File: src/rtl/seg7_reader.sv
// -----------------------------------------------------------------------------
// seg7_reader
//   Watches a captured 7-segment display bus and recovers the hex digit shown.
//   A pattern must be stable for STABLE_CYCLES sampled cycles before it is
//   accepted. Each newly shown digit is offered once on a valid/ready
//   handshake. Patterns that are not legal glyphs are flagged with dig_err.
//   Accepted legal digits are counted.
//
//   Optional build macro: SEG7_ALT_GLYPH_EN
//     When defined, the alternate glyphs 7'h27 (seven with F lit) and 7'h67
//     (nine without D) are also decoded as legal digits.
//
// Ports
//   clk        : system clock, rising edge
//   reset      : synchronous, active-high reset
//   seg_in     : segment lines {G,F,E,D,C,B,A}, bit0 = A, 1 = lit
//   dig_ready  : downstream accepts dig_out this cycle
//   dig_out    : decoded hex value (0 when dig_err is set)
//   dig_valid  : dig_out/dig_err valid
//   dig_err    : presented pattern is not a legal glyph
//   err_sticky : set by any handshake with dig_err = 1, cleared only by reset
//   dig_count  : number of legal digits accepted (wraps)
// -----------------------------------------------------------------------------
module seg7_reader #(
    parameter int unsigned STABLE_CYCLES = 4,
    parameter int unsigned CNT_W         = 8
) (
    input  logic             clk,
    input  logic             reset,
    input  logic [6:0]       seg_in,
    input  logic             dig_ready,
    output logic [3:0]       dig_out,
    output logic             dig_valid,
    output logic             dig_err,
    output logic             err_sticky,
    output logic [CNT_W-1:0] dig_count
);

    localparam logic [3:0] STABLE_LIM = 4'(STABLE_CYCLES);

    typedef enum logic [0:0] {
        ST_SETTLE  = 1'b0,
        ST_PRESENT = 1'b1
    } state_t;

    // Returns {illegal, value}; illegal patterns decode to value 0.
    function automatic logic [4:0] glyph_decode(input logic [6:0] pat);
        logic [4:0] res;
        case (pat)
            7'h3F:   res = {1'b0, 4'h0};
            7'h06:   res = {1'b0, 4'h1};
            7'h5B:   res = {1'b0, 4'h2};
            7'h4F:   res = {1'b0, 4'h3};
            7'h66:   res = {1'b0, 4'h4};
            7'h6D:   res = {1'b0, 4'h5};
            7'h7D:   res = {1'b0, 4'h6};
            7'h07:   res = {1'b0, 4'h7};
            7'h7F:   res = {1'b0, 4'h8};
            7'h6F:   res = {1'b0, 4'h9};
            7'h77:   res = {1'b0, 4'hA};
            7'h7C:   res = {1'b0, 4'hB};
            7'h39:   res = {1'b0, 4'hC};
            7'h5E:   res = {1'b0, 4'hD};
            7'h79:   res = {1'b0, 4'hE};
            7'h71:   res = {1'b0, 4'hF};
`ifdef SEG7_ALT_GLYPH_EN
            7'h27:   res = {1'b0, 4'h7};
            7'h67:   res = {1'b0, 4'h9};
`endif
            default: res = {1'b1, 4'h0};
        endcase
        return res;
    endfunction

    state_t           state_r;
    state_t           state_nxt_s;
    logic [6:0]       seg_q_r;
    logic [6:0]       cand_r;
    logic [6:0]       cand_nxt_s;
    logic [3:0]       stab_cnt_r;
    logic [3:0]       stab_nxt_s;
    logic [6:0]       last_r;
    logic [6:0]       last_nxt_s;
    logic [3:0]       dig_out_nxt_s;
    logic             dig_err_nxt_s;
    logic             dig_valid_nxt_s;
    logic             sticky_nxt_s;
    logic [CNT_W-1:0] count_nxt_s;
    logic [4:0]       decode_s;

    // Next-state and next-output logic for the settle/present handshake FSM.
    always_comb begin
        state_nxt_s     = state_r;
        cand_nxt_s      = cand_r;
        stab_nxt_s      = stab_cnt_r;
        last_nxt_s      = last_r;
        dig_out_nxt_s   = dig_out;
        dig_err_nxt_s   = dig_err;
        dig_valid_nxt_s = dig_valid;
        sticky_nxt_s    = err_sticky;
        count_nxt_s     = dig_count;
        decode_s        = glyph_decode(seg_q_r);

        case (state_r)
            ST_SETTLE: begin
                if (seg_q_r != cand_r) begin
                    cand_nxt_s = seg_q_r;
                    stab_nxt_s = 4'd1;
                end else if (stab_cnt_r < STABLE_LIM) begin
                    stab_nxt_s = stab_cnt_r + 4'd1;
                end else begin
                    stab_nxt_s = STABLE_LIM;
                end

                // Decide on the edge where the count reaches the threshold so
                // the digit appears STABLE_CYCLES edges after its capture.
                // At that point the candidate always equals seg_q_r.
                if (stab_nxt_s == STABLE_LIM) begin
                    if (seg_q_r == 7'h00) begin
                        last_nxt_s = 7'h00;
                    end else if (seg_q_r == last_r) begin
                        state_nxt_s = ST_SETTLE;
                    end else begin
                        dig_out_nxt_s   = decode_s[3:0];
                        dig_err_nxt_s   = decode_s[4];
                        dig_valid_nxt_s = 1'b1;
                        state_nxt_s     = ST_PRESENT;
                    end
                end else begin
                    state_nxt_s = ST_SETTLE;
                end
            end

            ST_PRESENT: begin
                // dig_valid is always high here, so ready alone completes it.
                if (dig_ready) begin
                    dig_valid_nxt_s = 1'b0;
                    last_nxt_s      = cand_r;
                    stab_nxt_s      = 4'd0;
                    state_nxt_s     = ST_SETTLE;
                    if (dig_err) begin
                        sticky_nxt_s = 1'b1;
                    end else begin
                        count_nxt_s = dig_count + CNT_W'(1);
                    end
                end else begin
                    state_nxt_s = ST_PRESENT;
                end
            end

            default: begin
                state_nxt_s = ST_SETTLE;
            end
        endcase
    end

    // State, input capture and registered outputs.
    always_ff @(posedge clk) begin
        if (reset) begin
            state_r    <= ST_SETTLE;
            seg_q_r    <= 7'h00;
            cand_r     <= 7'h00;
            stab_cnt_r <= 4'd0;
            last_r     <= 7'h00;
            dig_out    <= 4'h0;
            dig_valid  <= 1'b0;
            dig_err    <= 1'b0;
            err_sticky <= 1'b0;
            dig_count  <= '0;
        end else begin
            state_r    <= state_nxt_s;
            seg_q_r    <= seg_in;
            cand_r     <= cand_nxt_s;
            stab_cnt_r <= stab_nxt_s;
            last_r     <= last_nxt_s;
            dig_out    <= dig_out_nxt_s;
            dig_valid  <= dig_valid_nxt_s;
            dig_err    <= dig_err_nxt_s;
            err_sticky <= sticky_nxt_s;
            dig_count  <= count_nxt_s;
        end
    end

endmodule

File: config.mk
export PLATFORM = sky130hd
export DESIGN_NAME = seg7_reader
export DESIGN_NICKNAME = d
export VERILOG_FILES = /design/src/rtl/seg7_reader.sv
export SDC_FILE = /design/constraint.sdc
export NUM_CORES = 1
export LEC_CHECK = 0
export CORE_ASPECT_RATIO = 1.25
export CORE_MARGIN = 2
export CORE_UTILIZATION = 55
export DETAILED_ROUTE_END_ITERATION = 16
export GPL_TIMING_DRIVEN = 0
export PLACE_DENSITY = 0.79
export SYNTH_ARGS = -nofsm -noshare
export SYNTH_HDL_FRONTEND = slang
export SYNTH_SLANG_ARGS = --single-unit
File: constraint.sdc
create_clock -name clk -period 2.7 [get_ports clk]
set_clock_uncertainty 0.2 [all_clocks]
set_input_delay 0.27 -clock clk [delete_from_list [all_inputs] [get_ports clk]]
set_output_delay 0.27 -clock clk [all_outputs]
set_load 0.005 [all_outputs]
Word level (Yosys, flattened, before mapping). Index checks and enable logic that the tools add are counted.

Register bits: 41. Bits in latches: 0. Memory bits (writable): 0. Bits in read-only memories: 0. Output and inout port bits: 15. Word-level logic and storage cells: 68. Memories: 0.

Add/sub/neg operators: 2. Multipliers: 0. Divide/modulo/power cells: 0. Magnitude comparators: 1. Eq/ne operators: 24. Shifts and indexed selects: 0. Mux-type cells: 20. Bitwise logic cells: 4. Reductions and logical operators: 7.

Operator list (count): equality test 7 bit (second input constant) (12); one-hot mux 5 bit (16 select lines) (1); 2-to-1 mux 7 bit (3); 2-to-1 mux 4 bit (4); equality test 7 x 3 -> 1 bit (second input constant) (2); equality test 7 x 6 -> 1 bit (second input constant) (2); one-hot mux 7 bit (2 select lines) (1); != test 2 bit (second input constant) (5); AND reduction 3 bit (3); adder 8 x 1 -> 8 bit (second input constant) (1); 2-to-1 mux 1 bit (8); one-hot mux 4 bit (2 select lines) (1); AND reduction 4 bit (2); equality test 7 bit (1); logical NOT 7 bit (1); != test 7 bit (1); adder 4 x 1 -> 4 bit (second input constant) (1); equality test 4 x 3 -> 1 bit (second input constant) (1); < comparator 4 x 3 -> 1 bit (second input constant) (1); NOT 1 bit (4); one-hot mux 1 bit (2 select lines) (2); AND reduction 2 bit (1).

Depth between registers and ports, before layout. Gate-level depths: netlist (run 1).

Depth after elaboration: 7. Depth in mapped cells: 8. Mapped depth without buffers: 6.

Worst setup path after synthesis (run 1). OpenSTA, ideal clock, no wires.

Path type: register -> register. Start point: register seg_q_r[6]. End point: register dig_err. Setup time: 0.126 ns. Data arrival time: 1.854 ns. Required time: 2.374 ns. Slack: 0.520 ns. Stages on the path, launching flop included: 9. Buffers on the path: 3. Path through: dfxtp_1 > buf_6 > or4_1 > or4_1 > buf_6 > o21ai_4 > or2_1 > buf_6 > o21ai_0.

Cells in the longest elaborated chain, start to end: 5.

Ends and longest elaborated chain: start, declared (RTL line 77) `logic [6:0] seg_q_r;`; start signal, assigned (RTL line 172) `seg_q_r <= seg_in;`; != test 7 bit (RTL line 106) `if (seg_q_r != cand_r) begin`; 2-to-1 mux 4 bit (RTL line 106); 2-to-1 mux 4 bit (RTL line 104) `case (state_r)`; equality test 4 x 3 -> 1 bit (RTL line 118) `if (stab_nxt_s == STABLE_LIM) begin`; AND reduction 4 bit (no source line); end signal, assigned (RTL line 178) `dig_err <= dig_err_nxt_s;`; end, declared (RTL line 34) `output logic dig_err,`.

Parallel ways exist; a longest one is shown, timed or not. The select of a mux whose other input is x is not followed. A chain may end at the register's enable or synchronous reset.

Worst setup path in the final report (run 1).
Start point: register seg_q_r[0]. End point: register dig_out[2].

Cells in the longest elaborated chain, start to end: 5.

Ends and longest elaborated chain: != test 7 bit (RTL line 106); 2-to-1 mux 4 bit (RTL line 106); 2-to-1 mux 4 bit (RTL line 104); equality test 4 x 3 -> 1 bit (RTL line 118); AND reduction 4 bit (no source line); end signal, assigned (RTL line 176) `dig_out <= dig_out_nxt_s;`; end, declared (RTL line 32) `output logic [3:0] dig_out,`.

Parallel ways exist; a longest one is shown, timed or not. The select of a mux whose other input is x is not followed.

==> summary.txt, run 1 <==
Status
  – Status: finished clean

Floorplan
  – Core ar.: 3510 um2
  – IO Count: 25
  – Die Wd: 58.4 um
  – Chip Height: 71.9 um
  – Initial Utilization: 57.8%
  – FP Rows: 24
  – Area of the die: 4200 um2

STA
  – Achievable Freq: 407 MHz
  – Actual slew at the worst max-slew pin: 0.597 ns
  – Period Utilization, post-route: 91.1%
  – Setup Viol. Count Final: 0
  – Setup TNS: 0 ns
  – Relative slew slack: 60.2%
  – Final Hold Viols: 0
  – Unrepaired setup endpoints after global routing: no
  – Tmin final: 2.46 ns
  – Hold_ws: 0.271 ns
  – Fin. max-slew vios: 0

Placement
  – Input/output buffers: 24
  – RD Place Congestion: 0.835
  – Post-Place Cells: 295
  – Dpl hpwl: 3.34 mm

Setup path
  – Capturing element type of the critical path: flop
  – Worst r2r src: seg_q_r[0]
  – CP Class: flop to flop
  – Reg2Reg Depth: 7
  – CP required: 2.71 ns
  – Reg2reg setup slack: 0.24 ns
  – Worst EP arrival: 2.47 ns
  – Critical Path Source: seg_q_r[0]
  – FF-to-FF End: dig_out[2]
  – Critical path peak fanout: 10
  – Critical Path Source Type: flop
  – Worst Setup EP: dig_out[2]

Final layout
  – Number of diodes: 0
  – Synthesis-to-layout area growth: 20.3%
  – Final nets: 275
  – Share of layout cells above drive strength 1: 7.20%
  – Finished Layout Cells: 303
  – Fill cell count: 296

Hold path
  – Hold Path Stages: 2
  – Worst Hold Class: flop to flop

Yosys
  – Yosys reg bits: 41
  – Mapped cell area: 2030 um2
  – Sequential area share after synthesis: 40.4%
  – Syn_area_per_cell: 8.75 um2
  – Yosys Warn Count: 0
  – Yosys cell types: 41
  – Top cells by area, synth: dfxtp_1, xor2_1, xnor2_1
  – Async S/R FF share, synth: 0%
  – Largest area contributor in the netlist: dfxtp_1
  – Post-synth top cells: dfxtp_1, nor2_1, a21oi_1
  – Count leader, synth: dfxtp_1
  – Post-synth EDFFs: 0
  – Top_reg_cell synth: dfxtp_1
  – Cells after synthesis: 232
  – Syn nets: 244
  – Yosys top cell area share: 40.4%

Power and ir drop
  – Pwr/cell area: 515 nW/um2
  – Leakage dissipation: 0.844 nW
  – Part of the power in registers: 49.9%
  – Switching fraction of total power: 23.1%
  – Int Pwr: 0.968 mW
  – Worst IR Drop VDD: 0.397 mV
  – Final Power: 1.26 mW
  – Net Sw Power: 0.291 mW
  – Gate power share: 9.4%
  – Power share of the clock group: 40.7%

Global route
  – First-pass GRT wire length: 8.18 mm
  – All-Layer GR Usage: 25.4%
  – Largest net degree at the start of global routing: 13
  – Vias in the first global route: 1729
  – Initial antenna violation count: 0
  – Grt total ovfl: 0

Routing
  – Detailed-router iteration count before antenna repair: 4
  – Vias post-DR: 1834
  – DR WL/cell: 15.7 um
  – Number of DRC markers in iteration 0: 120
  – Vias per inst: 6.05
  – Antenna-violating nets left: 0
  – DRC viols: 0
  – Detailed Route WL: 4.74 mm

Clock network
  – Postcts setup bufs: 0
  – TritonCTS clock tree: done
  – Max clock buf depth: 2
  – Worst-path clk slew: 0.08 ns
  – TritonCTS Buffers: 5
  – H-tree depth: 2
  – CTS root buffer: clkbuf_8
  – Skew-Pair Late Insertion Delay: 0.30 ns
  – Sink Count: 41

Run
  – Max-cap viol count: 0
## cells by family after synthesis
group / Yosys count / share of synthesized area, %
xor gates and xnor gates: 23 / 9.92
muxes: 7 / 3.45
adders and majority gates: 2 / 1.23
DFF: 41 / 40.4
AOI/OAI and AO/OA: 43 / 14.4
buffers and inverters: 22 / 5.36
and+or+nand+nor: 94 / 25.3
## metrics by stage
stage	area [um2]	utilization, %	worst slack [ns]
after global placement	2320	66.0	0.111
after global routing	2440	69.6	0.0157
after CTS	2440	69.3	0.0851
after floorplan	2030	-	0.520
after detailed placement	2320	66.0	0.109
final	2440	69.6	0.240
## cells in the final DEF, fill, tap and decap left out, drive strengths merged, types with 2 or more instances in the layout
cell           instances
o211ai                 9
a21oi                 16
ha                     2
nand2                  8
inv                    2
xnor2                 11
dfxtp                 41
or4                    3
or4b                   2
nor4                   9
a211o                  2
clkbuf                18
nor2b                  9
clkdlybuf4s50         24
nor3                   5
mux2i                  7
nand3b                 6
and3                   2
nand3                 14
o32ai                  2
xor2                  12
nand4                  4
a31o                   2
nand2b                 3
nor2                  24
o21ai                  5
buf                    9
## final cells by class
class	instances	area, um2	share of cell area [%]
clock buffers	7	86.3	3.53
plain buffers	20	103	4.20
repair buffers	24	240	9.83
well taps	39	48.8	2.00
multi-input cells	169	1110	45.3
flip-flops and latches	41	821	33.6
clock inverters	1	30.0	1.23
inverters	2	7.51	0.307
## per-layer routing
metal | GRT usage (%) | part of all wire [%]
met1 | 31.4 | 43
met2 | 40.4 | 47
met3 | 6.77 | 6.5
met4 | 12.4 | 3.1
met5 | 0 | 0
## power groups by stage
stage / Sequential (mW) / Clock [mW] / Combinational (mW)
floorplan: 0.638 / 0 / 0.0809
finish: 0.628 / 0.512 / 0.119
detailed placement: 0.642 / 0 / 0.115
global placement: 0.641 / 0 / 0.113
global route: 0.629 / 0.544 / 0.131
CTS: 0.627 / 0.517 / 0.116
## worst max-delay path: stages, from the launching register on
cell	delay, ns
dfxtp_1	0.41
buf_1	0.43
xor2_1	0.15
nor4_2	0.29
nand3_1	0.23
or2_1	0.29
buf_6	0.14
a211oi_1	0.24
## repair_timing
item	CTS	global route
hold endpoints to repair	0	0
endpoints found under the setup margin	0	14
hold buffers	0	0
resized for setup	0	3
## registers in the layout (all words and copies together) (netlist names)
signal	flops
dig_err	1
stab_cnt_r	4
state_r	1
dig_out	4
dig_valid	1
seg_q_r	7
err_sticky	1
dig_count	8
cand_r	7
last_r	7
## how the worst min path moves through the flow
stage               startpoint         end
floorplan            seg_in[0]  seg_q_r[0]
global placement    err_sticky  err_sticky
detailed placement   dig_valid   dig_valid
CTS                  dig_valid   dig_valid
global route         dig_valid   dig_valid
finish               dig_valid   dig_valid
(Power assumes the default switching activity.)
==> run 2, diff against run 1 <==
Settings changed: CORE_MARGIN 2 to 5, CTS_CLUSTER_SIZE from default to 25, TNS_END_PERCENT from default to 50.
==> summary.txt, run 2 (synthesis results as in run 1) <==
Status
  – Status: finished clean

Final layout
  – Most common cell after layout, fill and taps aside: dfxtp_1
  – Synthesis-to-layout area growth: 19.7%
  – Final nets: 275 (unchanged)
  – Number of diodes: 0 (unchanged)
  – Fill cell count: 289 (-2.4%)
  – Max reg flops: 8 (unchanged)
  – Most frequent cells in the layout: dfxtp_1, nor2_1, clkdlybuf4s50_1, a21oi_1, nand3_1
  – Largest reg by FF count: dig_count
  – Share of layout cells above drive strength 1: 7.95% (+0.76 points)

Global route
  – All-Layer GR Usage: 20.0% (-5.4 points)
  – First-pass GRT wire length: 8.06 mm (-1.5%)
  – Grt met2 use: 31.9% (-8.5 points)
  – Met3 Use GR: 4.62% (-2.1 points)
  – Grt total ovfl: 0 (unchanged)
  – Grt met1 use: 25.5% (-5.9 points)
  – Largest net degree at the start of global routing: 13 (unchanged)
  – Vias in the first global route: 1765 (+2.1%)
  – Gr busiest metal: met2
  – Initial antenna violation count: 0 (unchanged)

Floorplan
  – Core ar.: 3540 um2 (+0.85%)
  – Area of the die: 5020 um2 (+19%)
  – FP Rows: 24 (unchanged)
  – Initial Utilization: 57.3% (-0.49 points)
  – IO Count: 25 (unchanged)
  – Chip Height: 77.9 um (+8.3%)
  – Die Wd: 64.4 um (+10%)

Clock network
  – H-tree depth: 2 (unchanged)
  – Postcts setup bufs: 0 (unchanged)
  – Skew-Pair Late Insertion Delay: 0.29 ns (about the same)
  – Sink Count: 41 (unchanged)
  – TritonCTS clock tree: done
  – Max clock buf depth: 2 (unchanged)
  – CTS root buffer: clkbuf_8
  – TritonCTS Buffers: 5 (unchanged)
  – Worst-path clk slew: 0.07 ns (about the same)

Routing
  – Vias per inst: 5.97 (-1.4%)
  – DRC viols: 0 (unchanged)
  – DR WL/cell: 15.3 um (-2.1%)
  – Detailed Route WL: 4.65 mm (-2.1%)
  – Number of DRC markers in iteration 0: 275 (+130%)
  – Antenna-violating nets left: 0 (unchanged)
  – Detailed-router iteration count before antenna repair: 4 (unchanged)
  – Vias post-DR: 1809 (-1.4%)

STA
  – Unrepaired setup endpoints after global routing: no
  – Setup Viol. Count Final: 0 (unchanged)
  – Fin. max-slew vios: 0 (unchanged)
  – Tmin final: 2.38 ns (-0.0831 ns)
  – Achievable Freq: 421 MHz (+3.5%)
  – Hold_ws: 0.265 ns (-0.00523 ns)
  – Period Utilization, post-route: 88.0% (-3.1 points)
  – Relative slew slack: 64.1% (+3.9 points)
  – Actual slew at the worst max-slew pin: 0.539 ns (-0.0582 ns)
  – Setup ws final: 0.324 ns (+0.0831 ns)
  – Final Hold Viols: 0 (unchanged)
  – Setup TNS: 0 ns (unchanged)

Setup path
  – Critical path peak fanout: 8 (-2)
  – CP Class: flop to flop
  – CP required: 2.68 ns (-0.03 ns)
  – Worst EP arrival: 2.35 ns (-0.12 ns)
  – Crit-path slowest cell: or4_1
  – Kind of cell adding the most delay to the critical path: simple AND/OR/NAND/NOR gates
  – CP Buf/Inv Count: 3 (+1)
  – Capturing element type of the critical path: flop
  – CP cell instances: clkbuf_1 -> or4_1 -> or4_1 -> buf_6 -> o21ai_4 -> or2_1 -> buf_6 -> o21ai_0
  – CP peak stage delay: 0.49 ns (+0.06 ns)
  – Critical Path Source Type: flop

Placement
  – RD Place Congestion: 0.919 (+10%)
  – Dpl hpwl: 3.35 mm (about the same)
  – Input/output buffers: 24 (unchanged)
  – Placement Setup Slack: 0.138 ns (+0.0288 ns)

Power and ir drop
  – Final Power: 1.18 mW (-6.3%)
  – Int Pwr: 0.898 mW (-7.3%)
  – Part of the power in registers: 53.2% (+3.3 points)
  – Leakage dissipation: 0.843 nW (-0.12%)
  – Pwr/cell area: 485 nW/um2 (-5.8%)
  – Gate power share: 10.0% (+0.6 points)
  – Worst IR Drop VDD: 0.415 mV (+4.4%)
  – Switching fraction of total power: 23.9% (+0.77 points)
  – Net Sw Power: 0.281 mW (-3.2%)
  – Power share of the clock group: 36.8% (-3.9 points)

Run
  – Max-cap viol count: 0 (unchanged)

Hold path
  – Worst Hold Class: flop to flop
-- run 2: cell types whose count changed in the layout (fill, tap and decap cells not counted), sizes merged --
cell / delta
clkinv: +1
buf: -1
clkbuf: +1
bufinv: -1
-- run 2: power groups by stage --
stage | sequential [mW] | clock, mW | combinational (mW)
after global placement | 0.641 | 0 | 0.113
final | 0.627 | 0.434 | 0.118
after detailed placement | 0.641 | 0 | 0.115
after floorplan | 0.638 | 0 | 0.0809
after global routing | 0.629 | 0.472 | 0.130
after CTS | 0.627 | 0.438 | 0.115
-- run 2: area by class of cell --
class	count	area (um2)	share of cell area (%)
multi-input cells	169	1110	45.6
flip-flops and latches	41	821	33.8
repair buffers	24	240	9.89
plain buffers	20	104	4.27
clock buffers	7	96.3	3.96
well taps	39	48.8	2.01
inverters	2	7.51	0.309
clock inverters	1	5.00	0.206
-- run 2: worst reg2reg max path: stages (launching register included) --
cell and delay (ns):
dfxtp_1 0.30, clkbuf_1 0.21, or4_1 0.50, or4_1 0.44, buf_6 0.16, o21ai_4 0.09, or2_1 0.15, buf_6 0.12
o21ai_0 0.09
-- run 2: what timing repair did --
item,CTS,global route
endpoints found under the setup margin,0,12
hold buffers,0,0
gates resized for setup,0,4
-- run 2: per-layer routing --
metal | wire, um | share of wire (%) | vias up
met3 | 253 | 5.4 | 7
met5 | 0 | 0 | -
met2 | 2300 | 50 | 58
li1 | - | - | 889
met1 | 2020 | 44 | 855
met4 | 65 | 1.4 | 0
-- run 2: worst paths after layout --
check	start	end	slack [ns]	depth (start not counted)
max	seg_q_r[4]	dig_err	0.32	8
min	dig_out[2]	dig_out[2]	0.27	2
max reg2reg	seg_q_r[4]	dig_err	0.32	8
min reg2reg	dig_out[2]	dig_out[2]	0.27	2
-- run 2: metrics by stage --
stage | cells | utilization (%) | instance area, um2
5_1_grt | 303 | 68.6 | 2430
6_report | 303 | 68.6 | 2430
3_5_place_dp | 295 | 65.5 | 2320
4_1_cts | 303 | 68.3 | 2420
3_3_place_gp | 295 | 65.5 | 2320
2_1_floorplan | 232 | - | 2030
==> run 3, diff against run 2 <==
Settings changed: CORE_UTILIZATION 55 to 45, PLACE_DENSITY 0.79 to 0.67.
==> summary.txt, run 3 (synthesis results as in run 1) <==
Setup path
  – CP cell instances: clkbuf_1 -> xor2_1 -> nor4_1 -> nand3_1 -> buf_1 -> nor3_1 -> a211oi_1
  – Worst EP arrival: 2.42 ns (+0.07 ns)
  – Capturing element type of the critical path: flop
  – Worst r2r src: seg_q_r[2]
  – Crit-path slowest cell: clkbuf_1
  – Reg2reg setup slack: 0.25 ns (-0.08 ns)
  – CP peak stage delay: 0.43 ns (-0.06 ns)
  – Critical path peak fanout: 10 (+2)
  – Critical Path Source: seg_q_r[2]
  – CP required: 2.66 ns (-0.02 ns)
  – CP Class: flop to flop
  – Critical Path Source Type: flop

Placement
  – Placement Setup Slack: 0.0870 ns (-0.0512 ns)
  – Dpl hpwl: 3.45 mm (+3.0%)
  – RD Place Congestion: 0.821 (-11%)
  – Input/output buffers: 24 (unchanged)

Global route
  – Grt total ovfl: 0 (unchanged)
  – First-pass GRT wire length: 8.16 mm (+1.3%)
  – All-Layer GR Usage: 17.0% (-3.0 points)
  – Largest net degree at the start of global routing: 12 (-1)
  – Initial antenna violation count: 0 (unchanged)
  – Vias in the first global route: 1763 (-0.11%)

Clock network
  – Cts hold-fix bufs: 0 (unchanged)
  – Skew-Pair Late Insertion Delay: 0.30 ns (about the same)
  – Max clock buf depth: 2 (unchanged)
  – H-tree depth: 2 (unchanged)
  – Sink Count: 41 (unchanged)
  – CTS root buffer: clkbuf_8
  – Postcts setup bufs: 0 (unchanged)
  – TritonCTS Buffers: 5 (unchanged)
  – TritonCTS clock tree: done
  – Worst-path clk slew: 0.08 ns (about the same)
  – Resize count post-CTS: 0 (unchanged)

Routing
  – Routed wl met3: 158 um (-38%)
  – Detailed Route WL: 4.75 mm (+2.2%)
  – Uppermost routed layer: met4
  – Vias post-DR: 1752 (-3.2%)
  – DRC viols: 0 (unchanged)
  – DR WL/cell: 14.7 um (-3.8%)
  – Detailed-router iteration count before antenna repair: 4 (unchanged)
  – DR WL met2: 2.25 mm (-2.4%)
  – Vias per inst: 5.44 (-8.9%)
  – Antenna-violating nets left: 0 (unchanged)
  – Met1 Wirelength: 2.20 mm (+8.8%)
  – Number of DRC markers in iteration 0: 132 (-52%)

STA
  – Setup Viol. Count Final: 0 (unchanged)
  – Actual slew at the worst max-slew pin: 0.554 ns (+0.0153 ns)
  – Relative slew slack: 63.1% (-1.0 points)
  – Period Utilization, post-route: 90.9% (+2.9 points)
  – Setup ws final: 0.245 ns (-0.0783 ns)
  – Setup TNS: 0 ns (unchanged)
  – Tmin final: 2.45 ns (+0.0783 ns)
  – Fin. max-slew vios: 0 (unchanged)
  – Unrepaired setup endpoints after global routing: no
  – Final Hold Viols: 0 (unchanged)
  – Achievable Freq: 407 MHz (-3.2%)

Final layout
  – Share of layout cells above drive strength 1: 6.06% (-1.9 points)
  – Number of diodes: 0 (unchanged)
  – Max reg flops: 8 (unchanged)
  – Most common cell after layout, fill and taps aside: dfxtp_1
  – Largest reg by FF count: dig_count
  – Most frequent cells in the layout: dfxtp_1, nor2_1, clkdlybuf4s50_1, a21oi_1
  – Synthesis-to-layout area growth: 19.4%
  – Final nets: 275 (unchanged)

Hold path
  – Hold path start: dig_valid
  – Worst Hold Class: flop to flop

Power and ir drop
  – Net Sw Power: 0.281 mW (-0.17%)
  – Pwr/cell area: 466 nW/um2 (-3.9%)
  – Switching fraction of total power: 24.8% (+0.98 points)
  – Worst IR Drop VDD: 0.394 mV (-4.9%)
  – Power share of the clock group: 34.2% (-2.6 points)
  – Int Pwr: 0.850 mW (-5.3%)
  – Leakage dissipation: 0.824 nW (-2.2%)
  – Gate power share: 10.3% (+0.3 points)
  – Part of the power in registers: 55.5% (+2.3 points)

Floorplan
  – Core ar.: 4390 um2 (+24%)
  – IO Count: 25 (unchanged)
  – Chip Height: 85.1 um (+9.2%)
  – FP Rows: 27 (+13%)
  – Die Wd: 70.1 um (+8.9%)
  – Initial Utilization: 46.2% (-11 points)
  – Area of the die: 5960 um2 (+19%)

Run
  – Max-cap viol count: 0 (unchanged)

Status
  – Status: finished clean
-- run 3: changes by cell type in the layout (fill, tap and decap cells not counted) --
cell,delta
clkbuf_1,+4
clkbuf_2,-1
clkbuf_8,-2
clkinv_2,-1
nor4_1,+1
nor4_2,-1
-- run 3: final timing paths --
path | cells after the start | endpoint
worst min-delay path | 2 | dig_valid
worst min register to register | 2 | dig_valid
worst max-delay path | 7 | dig_out[2]
worst max register to register | 7 | dig_out[2]
-- run 3: metal layers --
metal	track usage [%]	up-vias
li1	-	894
met1	21.7	819
met2	27.3	30
met3	3.67	9
met4	8.01	0
met5	0	-
-- run 3: cell type report --
type	instances	area (um2)
Buffer	20	103
Tap cell	58	72.6
Timing Repair Buffer	24	240
Inverter	2	7.51
Multi-Input combinational cell	169	1100
Clock buffer	8	80.1
Sequential cell	41	821
Fill cell	454	1970
-- run 3: critical path: cells and delay by family, from the launching register on --
| kind | cells | cell delay (ns) |
|---|---|---|
| simple gates | 3 | 0.80 |
| buf+inv | 2 | 0.72 |
| flops | 1 | 0.35 |
| xor+xnor | 1 | 0.17 |
| compound gates | 1 | 0.08 |
-- run 3: through the flow --
step / instances / instance area [um2] / util (%) / hold WS [ns] / power [mW]
2_1_floorplan: 232 / 2030 / - / 0.198 / 0.719
3_3_place_gp: 314 / 2340 / 53.4 / 0.248 / 0.756
3_5_place_dp: 314 / 2340 / 53.4 / 0.252 / 0.757
4_1_cts: 322 / 2420 / 55.2 / 0.263 / 1.14
5_1_grt: 322 / 2420 / 55.2 / 0.300 / 1.17
6_report: 322 / 2420 / 55.2 / 0.259 / 1.13
-- run 3: power groups by stage --
stage / Clock (mW) / Sequential, mW / Combinational (mW)
3_3_place_gp: 0 / 0.641 / 0.115
3_5_place_dp: 0 / 0.641 / 0.116
5_1_grt: 0.416 / 0.629 / 0.129
4_1_cts: 0.395 / 0.627 / 0.117
2_1_floorplan: 0 / 0.638 / 0.0809
6_report: 0.387 / 0.627 / 0.117
